==> config.mk <==
export PLATFORM = sky130hd
export DESIGN_NAME = regfile_multiport
export DESIGN_NICKNAME = d
export VERILOG_FILES = /design/src/rtl/regfile_pkg.sv /design/src/rtl/regfile_clear_fsm.sv /design/src/rtl/regfile_multiport.sv
export SDC_FILE = /design/constraint.sdc
export NUM_CORES = 1
export LEC_CHECK = 0
export CORE_MARGIN = 3
export CORE_UTILIZATION = 41
export DETAILED_ROUTE_END_ITERATION = 7
export PLACE_DENSITY = 0.64
export SETUP_SLACK_MARGIN = 0.15
export SYNTH_ARGS = -nofsm -noshare
export SYNTH_HDL_FRONTEND = slang
export SYNTH_SLANG_ARGS = --single-unit
==> constraint.sdc <==
create_clock -name clk -period 8.35 [get_ports clk]
set_input_delay 1.67 -clock clk [delete_from_list [all_inputs] [get_ports clk]]
set_output_delay 1.67 -clock clk [all_outputs]
set_load 0.01 [all_outputs]
==> src/rtl/regfile_pkg.sv <==
// Shared types and default parameters for the multi-port register file.
package regfile_pkg;

    // The sweep FSM has two states: zeroing the array, or normal operation.
    typedef enum logic {
        RF_CLEAR = 1'b0,
        RF_RUN   = 1'b1
    } rf_state_t;

    // Default configuration used by the core.
    localparam int RF_WIDTH    = 32;
    localparam int RF_DEPTH    = 32;
    localparam int RF_NR       = 2;
    localparam int RF_NW       = 1;
    localparam int RF_ZERO_REG = 1;
    localparam int RF_BYPASS   = 1;

endpackage : regfile_pkg

==> src/rtl/regfile_clear_fsm.sv <==
// Zeroing sweep controller: walks every entry once after reset or a soft
// clear, then raises ready and stays in RUN until the next clear.
module regfile_clear_fsm
    import regfile_pkg::*;
#(
    parameter int DEPTH = RF_DEPTH,
    localparam int AW   = $clog2(DEPTH)
) (
    input  logic          clk,
    input  logic          rst,
    input  logic          clear,
    output logic          sweep_we,
    output logic [AW-1:0] sweep_idx,
    output logic          ready
);

    localparam logic [AW-1:0] LAST_IDX = AW'(DEPTH - 1);

    rf_state_t     state_q, state_d;
    logic [AW-1:0] cnt_q, cnt_d;
    logic          ready_q, ready_d;

    // State, sweep counter and ready flag; all return to the sweep start on reset.
    always_ff @(posedge clk or posedge rst) begin
        if (rst) begin
            state_q <= RF_CLEAR;
            cnt_q   <= '0;
            ready_q <= 1'b0;
        end else begin
            state_q <= state_d;
            cnt_q   <= cnt_d;
            ready_q <= ready_d;
        end
    end

    // Next-state logic: a clear always restarts the sweep from entry 0.
    always_comb begin
        state_d = state_q;
        cnt_d   = cnt_q;
        case (state_q)
            RF_CLEAR: begin
                if (clear) begin
                    cnt_d = '0;
                end else if (cnt_q == LAST_IDX) begin
                    state_d = RF_RUN;
                    cnt_d   = '0;
                end else begin
                    cnt_d = cnt_q + 1'b1;
                end
            end
            RF_RUN: begin
                if (clear) begin
                    state_d = RF_CLEAR;
                    cnt_d   = '0;
                end
            end
            default: begin
                state_d = RF_CLEAR;
                cnt_d   = '0;
            end
        endcase
        ready_d = (state_d == RF_RUN);
    end

    assign sweep_we  = (state_q == RF_CLEAR);
    assign sweep_idx = cnt_q;
    assign ready     = ready_q;

endmodule : regfile_clear_fsm

==> src/rtl/regfile_multiport.sv <==
// Multi-port register file: NR registered read ports, NW write ports,
// optional hardwired-zero entry 0, optional write-to-read bypass, and a
// zeroing sweep after reset or soft clear that gates all port traffic.
module regfile_multiport
    import regfile_pkg::*;
#(
    parameter int WIDTH    = RF_WIDTH,
    parameter int DEPTH    = RF_DEPTH,
    parameter int NR       = RF_NR,
    parameter int NW       = RF_NW,
    parameter int ZERO_REG = RF_ZERO_REG,
    parameter int BYPASS   = RF_BYPASS,
    localparam int AW      = $clog2(DEPTH)
) (
    input  logic                clk,
    input  logic                rst,
    input  logic                enable,
    input  logic                clear,
    input  logic [NW-1:0]       wr_en,
    input  logic [NW*AW-1:0]    wr_idx,
    input  logic [NW*WIDTH-1:0] wr_data,
    input  logic [NR-1:0]       rd_en,
    input  logic [NR*AW-1:0]    rd_idx,
    output logic [NR*WIDTH-1:0] rd_data,
    output logic                ready
);

    // DEPTH widened by one bit so indices can be range-checked when DEPTH
    // is not a power of two.
    localparam logic [AW:0] DEPTH_W = (AW + 1)'(DEPTH);

    logic [WIDTH-1:0] mem [DEPTH];

    logic             sweep_we;
    logic [AW-1:0]    sweep_idx;

    logic [AW-1:0]    widx  [NW];
    logic [WIDTH-1:0] wdata [NW];
    logic [NW-1:0]    port_we;

    // An index addresses real, writable storage.
    function automatic logic wr_ok(input logic [AW-1:0] idx);
        return ({1'b0, idx} < DEPTH_W) && !((ZERO_REG != 0) && (idx == '0));
    endfunction

    // An index returns stored data rather than a forced zero.
    function automatic logic rd_ok(input logic [AW-1:0] idx);
        return ({1'b0, idx} < DEPTH_W) && !((ZERO_REG != 0) && (idx == '0));
    endfunction

    regfile_clear_fsm #(
        .DEPTH (DEPTH)
    ) u_clear_fsm (
        .clk       (clk),
        .rst       (rst),
        .clear     (clear),
        .sweep_we  (sweep_we),
        .sweep_idx (sweep_idx),
        .ready     (ready)
    );

    // Unpack write ports and qualify each one; dropped writes never commit or bypass.
    always_comb begin
        port_we = '0;
        for (int q = 0; q < NW; q++) begin
            widx[q]    = wr_idx[q*AW +: AW];
            wdata[q]   = wr_data[q*WIDTH +: WIDTH];
            port_we[q] = ready && enable && wr_en[q] && wr_ok(widx[q]);
        end
    end

    // Storage: the sweep owns the array while clearing; otherwise ports
    // commit in ascending order so the highest port wins on a shared index.
    always_ff @(posedge clk) begin
        if (sweep_we) begin
            mem[sweep_idx] <= '0;
        end else begin
            for (int q = 0; q < NW; q++) begin
                if (port_we[q]) begin
                    mem[widx[q]] <= wdata[q];
                end
            end
        end
    end

    for (genvar p = 0; p < NR; p++) begin : g_rd
        logic [AW-1:0]    ridx;
        logic [WIDTH-1:0] rnext;
        logic [WIDTH-1:0] rq;

        assign ridx = rd_idx[p*AW +: AW];

        // Read value with optional forwarding of the winning same-cycle write.
        always_comb begin
            rnext = '0;
            if (rd_ok(ridx)) begin
                rnext = mem[ridx];
                if (BYPASS != 0) begin
                    for (int q = 0; q < NW; q++) begin
                        if (port_we[q] && (widx[q] == ridx)) begin
                            rnext = wdata[q];
                        end
                    end
                end
            end
        end

        // Registered read data; holds unless a read is accepted this cycle.
        always_ff @(posedge clk or posedge rst) begin
            if (rst) begin
                rq <= '0;
            end else if (ready && enable && rd_en[p]) begin
                rq <= rnext;
            end
        end

        assign rd_data[p*WIDTH +: WIDTH] = rq;
    end

endmodule : regfile_multiport

* Word level (Yosys, flattened, before mapping)
Memory sizes are Yosys's and may differ from the RTL's. Index checks and enable logic that the tools add are counted.
Storage, ports and cells: memories kept 1, input bits 54, RAM bits 1024, output and inout port bits 65, flip-flop bits (word level) 70, word-level logic and storage cells 42
Memory list:
- mem | words 32, width 32, rd ports 2, clocked after memory_dff 0, write ports 1, line regfile_multiport.sv:32 | logic [WIDTH-1:0] mem [DEPTH];
Operators by class: multiplexer cells 19, $add $sub $neg 1, bitwise gates (word level) 1, equality and inequality tests 4, reduce and logical (&&, ||, !) cells 12
Operators by type and width (count):
- $mux W32 | 5
- $reduce_or A32 Y1 | 1
- $mux W5 | 4
- $logic_not A5 Y1 | 3
- $eq A5 B5 Y1 | 2
- $pmux W5 S2 | 1
- $mux W1 | 8
- $logic_and A1 B1 Y1 | 7
- $add A5 B1 Y5 const B | 1
- $eq A5 B5 Y1 const B | 1
- $ne A2 B2 Y1 const B | 1
- $pmux W1 S2 | 1
- $logic_not A1 Y1 | 1
- $not A1 Y1 | 1

* Longest topological paths before layout
word-level depth 8, gate-level depth with buffers 8, depth with buffers taken out 6

* Hierarchy
Synthesis repeated with hierarchy kept, for this count alone.
Second synthesis, totals: cell total of the unflattened synthesis 2888, area, all modules 50691.1 µm²
Modules (own cells, without submodules):
- regfile_multiport | area each 50388.3 µm², cells an instance 2858, instances 1, sequential area each 32351.0 µm²
- regfile_clear_fsm | area each 302.8 µm², cells an instance 30, instances 1, sequential area each 150.1 µm²

* Least setup slack after synthesis
Ideal clock, no wire load.
path kind input port to flip-flop, start input port wr_idx[0], end memory mem[0][0] (netlist bit), enable pin, stages on the path 6, path buffers 1, arrival 4.460 ns, library setup time 0.421 ns, required time 7.929 ns, setup slack 3.468 ns, path through buf_2 > or4_4 > o21ai_4 > mux2i_1 > nand3_1 > nor2_1
On the way: cells in the longest elaborated chain, start to end 8, elaborated cells on any way between the ends 9, those cells by class mux (5); reduce/logical (4)
RTL lines:
- start, declared | line regfile_multiport.sv:20 | input logic [NW*AW-1:0] wr_idx,
- $logic_not A5 Y1 | line regfile_multiport.sv:43 | return ({1'b0, idx} < DEPTH_W) && !((ZERO_REG != 0) && (idx == '0));
- $logic_not A1 Y1 | line regfile_multiport.sv:43
- $logic_and A1 B1 Y1 | line regfile_multiport.sv:68 | port_we[q] = ready && enable && wr_en[q] && wr_ok(widx[q]);
- $mux W1 | line regfile_multiport.sv:79 | if (port_we[q]) begin
- $mux W1 | line regfile_multiport.sv:75 | if (sweep_we) begin
- $mux W1 (not written as such) | line regfile_multiport.sv:80 | mem[widx[q]] <= wdata[q];
- $reduce_or A32 Y1 (no source line)
- $mux W5 (no source line) / $mux W1 (equally long branches)
- end, declared | line regfile_multiport.sv:32
Several ways; a longest one is shown, not always the timed one.

* Worst setup path after layout
start input port wr_idx[4], end memory mem[23][29] (netlist bit), enable pin
Same word-level chain as after synthesis.

==> flow_metrics.py <==
metrics = {
    "global_routing": {
        "grtUsageMet3": 0.0423,
        "top_usage_layer": "met2",
        "grt_pass1_vias": 31307,
        "grt-ovfl-total": 0,
        "grt_usage": 0.239,
        "antenna_found_initial": 5,
        "grt_first_pass_wirelength_um": 221000,
        "use_met2": 0.382,
        "grt_max_degree": 144,
        "use_met1": 0.319,
    },
    "synthesis": {
        "avgSynthCellArea_um2": 18.0,
        "synth-seq-area-share": 0.646,
        "synth.largest_area_cell": "edfxtp_1",
        "yosysWarningCount": 0,
        "syn_area_mm2": 0.0503,
        "synth-seq-cells": 1094,
        "synth_area_leaders": "edfxtp_1, mux4_2, mux2i_1",
        "synth_top_area_share": 0.612,
        "netlist-cell-type-count": 39,
        "syn_nets": 2852,
        "synthCells": 2796,
    },
    "final_layout": {
        "diodes": 0,
        "fin_nets": 2924,
        "final_area_mm2": 0.0574,
        "final_core_util": 0.475,
        "areaGrowthSynthToFinish_pct": 14.1,
        "drive_gt1_frac": 0.237,
    },
    "drt": {
        "vias_per_cell": 6.64,
        "avgRoutedWirePerCell_um": 33.4,
        "dr_total_vias": 30398,
        "first_iter_violations": 3729,
        "detail-route-antenna-nets": 0,
        "drt_wl_total_um": 153000,
        "dr.pass1.iters": 6,
        "drc": 0,
    },
    "timing": {
        "fmax_mhz": 201,
        "drv_slew": 0,
        "hold_viol": 0,
        "clock_skew_ns": 0.0344,
        "tightest_slew_ns": 1.35,
        "finalCritPeriodShare": 0.597,
        "maxSlewHeadroom": 0.0984,
        "finalSetupTns_ns": 0,
        "fin_crit_ns": 4.98,
        "setup_viol": 0,
        "rsz0062_at_grt": "false",
        "worst_slack_ns": 3.37,
    },
    "cts": {
        "htreeDepth": 3,
        "clkTransAtPathRegs_ns": 0.06,
        "cts.path.max_buffers": 3,
        "clock-sinks": 1094,
        "post_cts_buffers": 0,
        "cts_tree": "built",
        "root_buffer": "clkbuf_16",
        "cts_resized": 0,
        "cts_made_buffers": 112,
        "cts_hold_buffers": 0,
        "clk_latency_ns": 0.72,
    },
    "setup_path": {
        "critical_path_class": "in2reg",
        "endpoint_kind": "register",
        "critPathRequiredTime_ns": 8.71,
        "critPathLaunchType": "input port",
        "cp_data_arrival_time_ns": 5.34,
        "path_max_fanout": 18,
    },
    "power_and_ir_drop": {
        "leakage_nw": 20.4,
        "p_total_mw": 12.2,
        "p_per_area_mw_per_mm2": 212,
        "vdd_drop_max_v": 0.000158,
    },
    "floorplan": {
        "rows": 127,
        "io-pin-count": 119,
        "die_h_um": 356,
        "core_mm2": 0.121,
        "start_util": 0.416,
        "die_x_um": 356,
        "dieArea_mm2": 0.127,
    },
    "hold_path": {
        "hold_path.class": "reg2reg",
    },
    "run_status": {
        "outcome": "finished, final reports clean",
    },
    "place": {
        "place_worst_setup_slack_ns": 2.64,
        "gp_congestion": 0.820,
        "hpwl_um": 87800,
        "dpl_cell_area_mm2": 0.0535,
        "port_buffers": 118,
    },
    "job": {
        "drv_cap": 0,
    },
}
[cell families (layout without fill, tap and decap cells)]
logic type | after synthesis | in the layout | share of synthesized area
flip-flops | 1094 | 1094 | 0.646
multiplexers | 644 | 644 | 0.224
AO/OA/AOI/OAI | 566 | 566 | 0.0832
AND/OR/NAND/NOR | 242 | 242 | 0.0245
buffers and inverters | 238 | 409 | 0.0198
XOR/XNOR | 10 | 10 | 0.00174
adder cells (fa/ha/maj) | 2 | 2 | 0.000498
[per-layer routing]
metal / share of wire / wire length [µm] / vias up
li1: - / - / 12140
met1: 0.38 / 57900 / 16054
met2: 0.48 / 72900 / 1801
met4: 0.052 / 7940 / 6
met3: 0.093 / 14200 / 397
met5: 0.00027 / 41 / -
[synth_stat cells]
cell type / instances
nor4_1: 2
dfrtp_1: 70
and2_1: 36
inv_1: 7
buf_1: 22
nor3_1: 5
o21ai_1: 8
a311oi_4: 1
mux4_2: 384
buf_2: 81
nor2b_1: 6
ha_1: 2
and3_1: 2
or4_4: 1
a22oi_1: 194
edfxtp_1: 1024
nor4b_2: 1
a31oi_1: 2
o21ai_0: 58
nand4_1: 1
a21oi_1: 70
mux2_2: 1
nand3_1: 75
a221oi_1: 128
nand2_1: 34
a32oi_1: 2
nand3b_1: 1
xnor2_1: 5
xor2_1: 5
o32a_1: 1
o31ai_1: 2
mux2i_1: 259
nor2_1: 45
a22o_1: 66
o21ai_4: 1
o21a_1: 33
and4_1: 1
clkbuf_1: 128
or3_1: 32
[critical path: stages]
cell,delay [ns]
clkdlybuf4s50_1,0.56
or4_4,0.62
o21ai_4,0.37
a22o_1,0.27
nand3_1,0.43
nor2_4,0.87
buf_4,0.49
[path summary, 6_finish.rpt]
path	to	slack, ns	depth (start not counted)	startpoint
max in group asynchronous	u_clear_fsm.ready	5.73	3	rst
worst max-delay path	mem[23][29]	3.37	7	wr_idx[4]
worst min-delay path	g_rd[1].rq[22]	0.54	2	g_rd[1].rq[22]
worst max register to register	mem[16][27]	4.29	6	u_clear_fsm.ready
min in group asynchronous	g_rd[0].rq[1]	1.34	2	rst
worst min register to register	g_rd[1].rq[22]	0.54	2	g_rd[1].rq[22]
[cell type report]
type	instances	area (µm²)
Timing Repair Buffer	189	1770
Multi-Input combinational cell	1464	17200
Inverter	7	27.5
Fill cell	10042	63400
Clock inverter	60	748
Tap cell	1612	2020
Sequential cell	1094	32500
Clock buffer	153	3150
[registers in the layout, summed over array words and instances (netlist names)]
name                   count
mem                     1024
g_rd.rq                   64
u_clear_fsm.sweep_idx      5
u_clear_fsm.ready          1
[report_power, final]
group          switching [mW]  internal, mW
registers              0.0497          6.00
logic                   0.496         0.354
clock network            2.17          3.11
[cells in the final DEF (no fill, tap or decap), types with 9 or more instances in the layout]
master / n
bufinv_16: 15
clkbuf_1: 24
nand3_1: 73
a221oi_1: 128
clkbuf_16: 114
a22oi_1: 194
nor2_4: 36
a21oi_1: 69
or3_1: 32
nand2_1: 34
mux2i_1: 259
edfxtp_1: 1024
and2_1: 32
mux4_2: 384
buf_4: 66
clkbuf_8: 17
o21a_1: 32
clkdlybuf4s50_1: 110
clkinv_2: 23
dfrtp_1: 70
a22o_1: 66
o21ai_0: 58
nor2_1: 9
[metrics by stage]
stage / hold slack [ns] / cells
final: 0.541 / 4579
after global routing: 0.556 / 4579
after CTS: 0.543 / 4579
after detailed placement: 0.527 / 4366
after global placement: 0.539 / 4366
after floorplan: 0.535 / 2796
(Power assumes the default switching activity.)
